<file path="src/rtl/fpga_bram_req_ctrl_if.sv">
// Request, BRAM-port and response signals of fpga_bram_req_ctrl bundled together.
// The slave modport is the controller's view; master is the requester/BRAM side.
interface fpga_bram_req_ctrl_if #(
    parameter int DATA_WIDTH    = 64,
    parameter int ADDRESS_WIDTH = 32,
    parameter int RSP_DEPTH     = 4
);
    localparam int CNT_W = $clog2(RSP_DEPTH + 1);

    logic                     req_valid;
    logic                     req_ready;
    logic                     req_we;
    logic [ADDRESS_WIDTH-1:0] req_addr;
    logic [DATA_WIDTH-1:0]    req_wdata;
    logic [ADDRESS_WIDTH-1:0] addra;
    logic [DATA_WIDTH-1:0]    dina;
    logic                     wea;
    logic                     ena;
    logic [DATA_WIDTH-1:0]    douta;
    logic                     error;
    logic                     rsp_valid;
    logic                     rsp_ready;
    logic [DATA_WIDTH-1:0]    rsp_rdata;
    logic                     rsp_error;
    logic [CNT_W-1:0]         rd_outstanding;
    logic                     err_sticky;

    modport slave (
        input  req_valid, req_we, req_addr, req_wdata, douta, error, rsp_ready,
        output req_ready, addra, dina, wea, ena, rsp_valid, rsp_rdata, rsp_error,
               rd_outstanding, err_sticky
    );

    modport master (
        output req_valid, req_we, req_addr, req_wdata, douta, error, rsp_ready,
        input  req_ready, addra, dina, wea, ena, rsp_valid, rsp_rdata, rsp_error,
               rd_outstanding, err_sticky
    );
endinterface

</file>
<file path="src/rtl/fpga_bram_req_ctrl.sv">
// Credit-limited request controller for a pipelined BRAM port: registered BRAM
// drive, valid-bit return tracking and an in-order response FIFO.
module fpga_bram_req_ctrl #(
    parameter int DATA_WIDTH    = 64,
    parameter int ADDRESS_WIDTH = 32,
    parameter int READ_LATENCY  = 2,
    parameter int RSP_DEPTH     = 4
) (
    input  logic                 clk,
    input  logic                 rst,
    fpga_bram_req_ctrl_if.slave  bus
);
    localparam int CNT_W = $clog2(RSP_DEPTH + 1);
    localparam int PTR_W = $clog2(RSP_DEPTH);

    logic                     r_live;
    logic [CNT_W-1:0]         r_outst;
    logic                     r_ena;
    logic                     r_wea;
    logic [ADDRESS_WIDTH-1:0] r_addra;
    logic [DATA_WIDTH-1:0]    r_dina;
    logic [READ_LATENCY-1:0]  r_vsr;
    logic [DATA_WIDTH:0]      r_mem [RSP_DEPTH];
    logic [PTR_W-1:0]         r_wptr;
    logic [PTR_W-1:0]         r_rptr;
    logic [CNT_W-1:0]         r_fcnt;
    logic                     r_err_sticky;

    logic w_ready;
    logic w_accept;
    logic w_rd_accept;
    logic w_push;
    logic w_rsp_valid;
    logic w_pop;

    // r_live keeps req_ready low through reset while staying purely registered
    assign w_ready     = r_live & (r_outst < CNT_W'(RSP_DEPTH));
    assign w_accept    = bus.req_valid & w_ready;
    assign w_rd_accept = w_accept & ~bus.req_we;
    assign w_push      = r_vsr[READ_LATENCY-1];
    assign w_rsp_valid = (r_fcnt != '0);
    assign w_pop       = w_rsp_valid & bus.rsp_ready;

    always_ff @(posedge clk or posedge rst) begin
        if (rst) begin
            r_live  <= 1'b0;
            r_ena   <= 1'b0;
            r_wea   <= 1'b0;
            r_addra <= '0;
            r_dina  <= '0;
            r_outst <= '0;
        end else begin
            r_live <= 1'b1;
            r_ena  <= w_accept;
            r_wea  <= w_accept & bus.req_we;
            if (w_accept) begin
                r_addra <= bus.req_addr;
                r_dina  <= bus.req_wdata;
            end
            case ({w_rd_accept, w_pop})
                2'b10:   r_outst <= r_outst + 1'b1;
                2'b01:   r_outst <= r_outst - 1'b1;
                default: r_outst <= r_outst;
            endcase
        end
    end

    // Stage k is high during cycle E+k+1 for a read enabled in cycle E
    always_ff @(posedge clk or posedge rst) begin
        if (rst) begin
            r_vsr <= '0;
        end else begin
            r_vsr[0] <= r_ena & ~r_wea;
            for (int unsigned i = 1; i < READ_LATENCY; i++) begin
                r_vsr[i] <= r_vsr[i-1];
            end
        end
    end

    always_ff @(posedge clk) begin
        if (w_push) begin
            r_mem[r_wptr] <= {bus.error, bus.douta};
        end
    end

    always_ff @(posedge clk or posedge rst) begin
        if (rst) begin
            r_wptr       <= '0;
            r_rptr       <= '0;
            r_fcnt       <= '0;
            r_err_sticky <= 1'b0;
        end else begin
            if (w_push) begin
                r_wptr <= r_wptr + 1'b1;
            end
            if (w_pop) begin
                r_rptr <= r_rptr + 1'b1;
            end
            case ({w_push, w_pop})
                2'b10:   r_fcnt <= r_fcnt + 1'b1;
                2'b01:   r_fcnt <= r_fcnt - 1'b1;
                default: r_fcnt <= r_fcnt;
            endcase
            if (w_push && bus.error) begin
                r_err_sticky <= 1'b1;
            end
        end
    end

    a_rsp_fifo_no_overflow: assert property (
        @(posedge clk) disable iff (rst)
        !(w_push && !w_pop && (r_fcnt == CNT_W'(RSP_DEPTH)))
    ) else $error("response FIFO push while full");

    assign bus.req_ready      = w_ready;
    assign bus.ena            = r_ena;
    assign bus.wea            = r_wea;
    assign bus.addra          = r_addra;
    assign bus.dina           = r_dina;
    assign bus.rsp_valid      = w_rsp_valid;
    assign bus.rsp_rdata      = w_rsp_valid ? r_mem[r_rptr][DATA_WIDTH-1:0] : '0;
    assign bus.rsp_error      = w_rsp_valid ? r_mem[r_rptr][DATA_WIDTH] : 1'b0;
    assign bus.rd_outstanding = r_outst;
    assign bus.err_sticky     = r_err_sticky;
endmodule
</file>
<file path="src/flat_wrapper.sv">
// flat-port wrapper written by rule: the top's interface ports become plain ports
module fpga_bram_req_ctrl_flat 
#(
    parameter int DATA_WIDTH    = 64,
    parameter int ADDRESS_WIDTH = 32,
    parameter int READ_LATENCY  = 2,
    parameter int RSP_DEPTH     = 4
)
  (clk, rst, bus_req_valid, bus_req_we, bus_req_addr, bus_req_wdata, bus_douta, bus_error, bus_rsp_ready, bus_req_ready, bus_addra, bus_dina, bus_wea, bus_ena, bus_rsp_valid, bus_rsp_rdata, bus_rsp_error, bus_rd_outstanding, bus_err_sticky);
  fpga_bram_req_ctrl_if #(.DATA_WIDTH(DATA_WIDTH), .ADDRESS_WIDTH(ADDRESS_WIDTH), .RSP_DEPTH(RSP_DEPTH)) bus_i ();
  input  logic clk;
  input  logic rst;
  input wire logic [$bits(bus_i.req_valid)-1:0] bus_req_valid;
  input wire logic [$bits(bus_i.req_we)-1:0] bus_req_we;
  input wire logic [$bits(bus_i.req_addr)-1:0] bus_req_addr;
  input wire logic [$bits(bus_i.req_wdata)-1:0] bus_req_wdata;
  input wire logic [$bits(bus_i.douta)-1:0] bus_douta;
  input wire logic [$bits(bus_i.error)-1:0] bus_error;
  input wire logic [$bits(bus_i.rsp_ready)-1:0] bus_rsp_ready;
  output wire logic [$bits(bus_i.req_ready)-1:0] bus_req_ready;
  output wire logic [$bits(bus_i.addra)-1:0] bus_addra;
  output wire logic [$bits(bus_i.dina)-1:0] bus_dina;
  output wire logic [$bits(bus_i.wea)-1:0] bus_wea;
  output wire logic [$bits(bus_i.ena)-1:0] bus_ena;
  output wire logic [$bits(bus_i.rsp_valid)-1:0] bus_rsp_valid;
  output wire logic [$bits(bus_i.rsp_rdata)-1:0] bus_rsp_rdata;
  output wire logic [$bits(bus_i.rsp_error)-1:0] bus_rsp_error;
  output wire logic [$bits(bus_i.rd_outstanding)-1:0] bus_rd_outstanding;
  output wire logic [$bits(bus_i.err_sticky)-1:0] bus_err_sticky;
  assign bus_i.req_valid = bus_req_valid;
  assign bus_i.req_we = bus_req_we;
  assign bus_i.req_addr = bus_req_addr;
  assign bus_i.req_wdata = bus_req_wdata;
  assign bus_i.douta = bus_douta;
  assign bus_i.error = bus_error;
  assign bus_i.rsp_ready = bus_rsp_ready;
  assign bus_req_ready = bus_i.req_ready;
  assign bus_addra = bus_i.addra;
  assign bus_dina = bus_i.dina;
  assign bus_wea = bus_i.wea;
  assign bus_ena = bus_i.ena;
  assign bus_rsp_valid = bus_i.rsp_valid;
  assign bus_rsp_rdata = bus_i.rsp_rdata;
  assign bus_rsp_error = bus_i.rsp_error;
  assign bus_rd_outstanding = bus_i.rd_outstanding;
  assign bus_err_sticky = bus_i.err_sticky;
  fpga_bram_req_ctrl #(.DATA_WIDTH(DATA_WIDTH), .ADDRESS_WIDTH(ADDRESS_WIDTH), .READ_LATENCY(READ_LATENCY), .RSP_DEPTH(RSP_DEPTH)) u_core (.clk(clk), .rst(rst), .bus(bus_i));
endmodule
</file>
<file path="config.mk">
export PLATFORM = sky130hd
export DESIGN_NAME = fpga_bram_req_ctrl_flat
export DESIGN_NICKNAME = d
export VERILOG_FILES = /design/src/rtl/fpga_bram_req_ctrl_if.sv /design/src/rtl/fpga_bram_req_ctrl.sv /design/src/flat_wrapper.sv
export SDC_FILE = /design/constraint.sdc
export NUM_CORES = 1
export LEC_CHECK = 0
export ABC_AREA = 1
export CORE_MARGIN = 3
export CORE_UTILIZATION = 45
export DETAILED_ROUTE_END_ITERATION = 10
export PLACE_DENSITY = 0.75
export SYNTH_ARGS = -nofsm -noshare
export SYNTH_HDL_FRONTEND = slang
export SYNTH_SLANG_ARGS = --single-unit
</file>
<file path="constraint.sdc">
create_clock -name clk -period 4.7 [get_ports clk]
set_clock_uncertainty 0.15 [all_clocks]
set_input_delay 1.41 -clock clk [delete_from_list [all_inputs] [get_ports clk]]
set_output_delay 1.41 -clock clk [all_outputs]
set_load 0.1 [all_outputs]
</file>
==> metrics.yaml <==
status: "complete, no violations"
netlist_top_cells_area: "edfxtp_1 (51%), dfrtp_1 (18%), nand2_1 (14%)"
cts_buffers: 38
syn_area_um2: 15400
core_region_area_um2: 33600
place.gp.congestion: 0.789
drc: 0
clk_latency_ns: 0.51
die_h_um: 191
max_slew.worst_pin.slew_ns: 1.06
path_max_fanout: 38
ys_types: 26
clk_path_buf_depth: 3
start_util_pct: 45.8
slowest_stage: "dfrtp_2"
io_buffers: 334
drive_gt1_share_pct: 8.40
hpwl_mm: 25.3
start_kind: "flip-flop"
clkTransAtPathRegs_ns: 0.06
grt_remaining_overflow: 0
cts_resized: 0
nFillCells: 2615
arrival_ns: 2.64
drtIter0Drc: 660
relSlewSlack_pct: 29.3
h-tree-depth: 2
yosysTopAreaCell: "edfxtp_1"
fmax_mhz: 238
regArea_um2: 10600
vias: 11200
antenna_left: 0
path_buf_inv: 2
yosys-top-cells-count: "nand2_1 (569), inv_1 (282), edfxtp_1 (260)"
num_rows: 67
drt_first_pass_iters: 5
hold_viol: 0
cts.sinks: 372
grt_start_max_net_pins: 98
die_x_um: 191
synth-seq-cells: 372
drt_wl_total_mm: 39.5
cp_top_family: "flip-flops"
antenna_found_initial: 1
area_delta_synth_final_pct: 33.8
cts_tree: "built"
grt_pass1_wl_mm: 60.9
synth_top_area_share_pct: 50.7
seq_area_frac_synth_pct: 68.9
synthesis.nets: 1694
crit_type: "flip-flop to output port"
antennaDiodeCount: 0
crit_path_cell_trace: "buf_4 > nand3_1 > a21oi_1 > buf_12"
finalSetupTns_ns: 0
hold_class: "flip-flop to flip-flop"
ys_warn_count: 0
syn_avg_cell_area_um2: 10.1
synth_edf_count: 260
postCtsSetupBuffers: 0
synthFlopType: "edfxtp_1"
finalCritPeriodShare_pct: 89.5
critPathMaxStageDelay_ns: 0.85
rsz0062_at_grt: "false"
crit_required_ns: 3.14
drv_cap: 0
clockRootBuffer: "clkbuf_16"
die-area_um2: 36500
first_global_vias: 11400
period_minus_slack_ns: 4.20
viasPerCell: 4.84
multi_input_area_um2: 3360
cts_hold_buf: 0
maxSlewViolCount: 0
io_pins: 335
wl_per_cell_um: 17.0
setup_violations: 0
crit_path_end_kind: "output port"
yosysMostFrequentCell: "nand2_1"
syn_inst: 1520
postSynth.asyncResetShare_pct: 30.1
grt_usage_pct: 21.2
nets: 2014
[placed cells by master (no fill, tap or decap)]
cell / instances
dfrtp_2: 1
a21o_1: 1
inv_1: 275
nand2_4: 1
conb_1: 1
inv_2: 7
nand3_1: 133
clkbuf_1: 5
nand3_2: 1
clkinv_1: 8
clkbuf_8: 1
buf_12: 41
clkinv_2: 11
a21oi_1: 65
o21ai_0: 3
nand2_1: 569
buf_4: 44
clkinvlp_4: 2
nand4_1: 2
bufinv_16: 1
clkbuf_16: 39
nor2_1: 2
or2_2: 1
dfrtp_1: 110
clkinv_8: 2
clkdlybuf4s50_1: 267
xnor2_1: 3
ha_1: 6
clkinv_4: 1
xor2_1: 1
fa_1: 2
nor2_4: 1
inv_4: 2
dfrtp_4: 1
edfxtp_1: 260
[per-layer routing]
metal	global-route usage (%)	share of wire (%)
met5	0	0.033
met4	4.91	1.7
met3	6.82	10
met2	36.7	49
met1	26.1	39
[logic make-up (layout without fill, tap and decap cells)]
kind of cell,count (synthesis),count (layout),share of synthesized area (%)
AND/OR/NAND/NOR,710,710,18.6
other,1,1,0.0243
buffers and inverters,356,706,9.32
AO/OA/AOI/OAI,69,69,2.26
flip-flops,372,372,68.9
XOR/XNOR,4,4,0.227
adder cells (fa/ha/maj),8,8,0.747
[worst reg2reg max path, stage by stage (launching register included)]
cell,delay (ns)
dfrtp_1,0.42
inv_1,0.10
ha_1,0.15
nand2_1,0.06
inv_2,0.44
buf_4,0.67
[worst paths after layout]
path / from / depth (start not counted) / slack (ns) / to
setup / recovery: u_core.r_rptr[1]$_DFFE_PP0P_ / 4 / 0.50 / bus_rsp_rdata[32]
hold / removal: u_core.r_vsr[0]$_DFF_PP0_ / 0 / 0.21 / u_core.r_vsr[1]$_DFF_PP0_
setup reg to reg: u_core.r_wptr[0]$_DFFE_PP0P_ / 5 / 2.32 / u_core.r_mem[0][54]$_DFFE_PP_
hold reg to reg: u_core.r_vsr[0]$_DFF_PP0_ / 0 / 0.21 / u_core.r_vsr[1]$_DFF_PP0_
max in group asynchronous: rst / 3 / 2.39 / u_core.bus.dina[6]$_DFFE_PP0N_
min in group asynchronous: rst / 2 / 1.23 / u_core.bus.addra[0]$_DFFE_PP0N_
[state kept, by name, summed over array words and instances, names as in the netlist]
register,flops
u_core.bus.err_sticky,1
u_core.bus.ena,1
u_core.r_fcnt,3
u_core.r_mem,260
u_core.bus.wea,1
u_core.r_wptr,2
u_core.bus.addra,32
u_core.bus.rd_outstanding,3
u_core.r_live,1
u_core.r_rptr,2
u_core.r_vsr,2
u_core.bus.dina,64
[layout make-up]
| cell class | instances | share of cell area (%) |
|---|---|---|
| inverters | 284 | 5.20 |
| clock buffers | 45 | 4.89 |
| flip-flops and latches | 372 | 51.5 |
| clock inverters | 25 | 0.832 |
| repair buffers | 352 | 18.6 |
| well taps | 448 | 2.72 |
| multi-input cells | 792 | 16.3 |
[metrics by stage]
stage	setup slack, ns	utilization, %	cells	cell area [um2]	hold slack [ns]
after global placement	1.07	57.8	2248	19400	0.183
after global routing	0.378	61.3	2318	20600	0.214
after CTS	0.471	61.3	2318	20600	0.212
final	0.496	61.3	2318	20600	0.208
after floorplan	0.181	-	1520	15400	0.181
after detailed placement	1.06	57.8	2248	19400	0.198
Power is not shown: default switching activity piles up to over one toggle a cycle in this logic, so the estimate is an artifact.
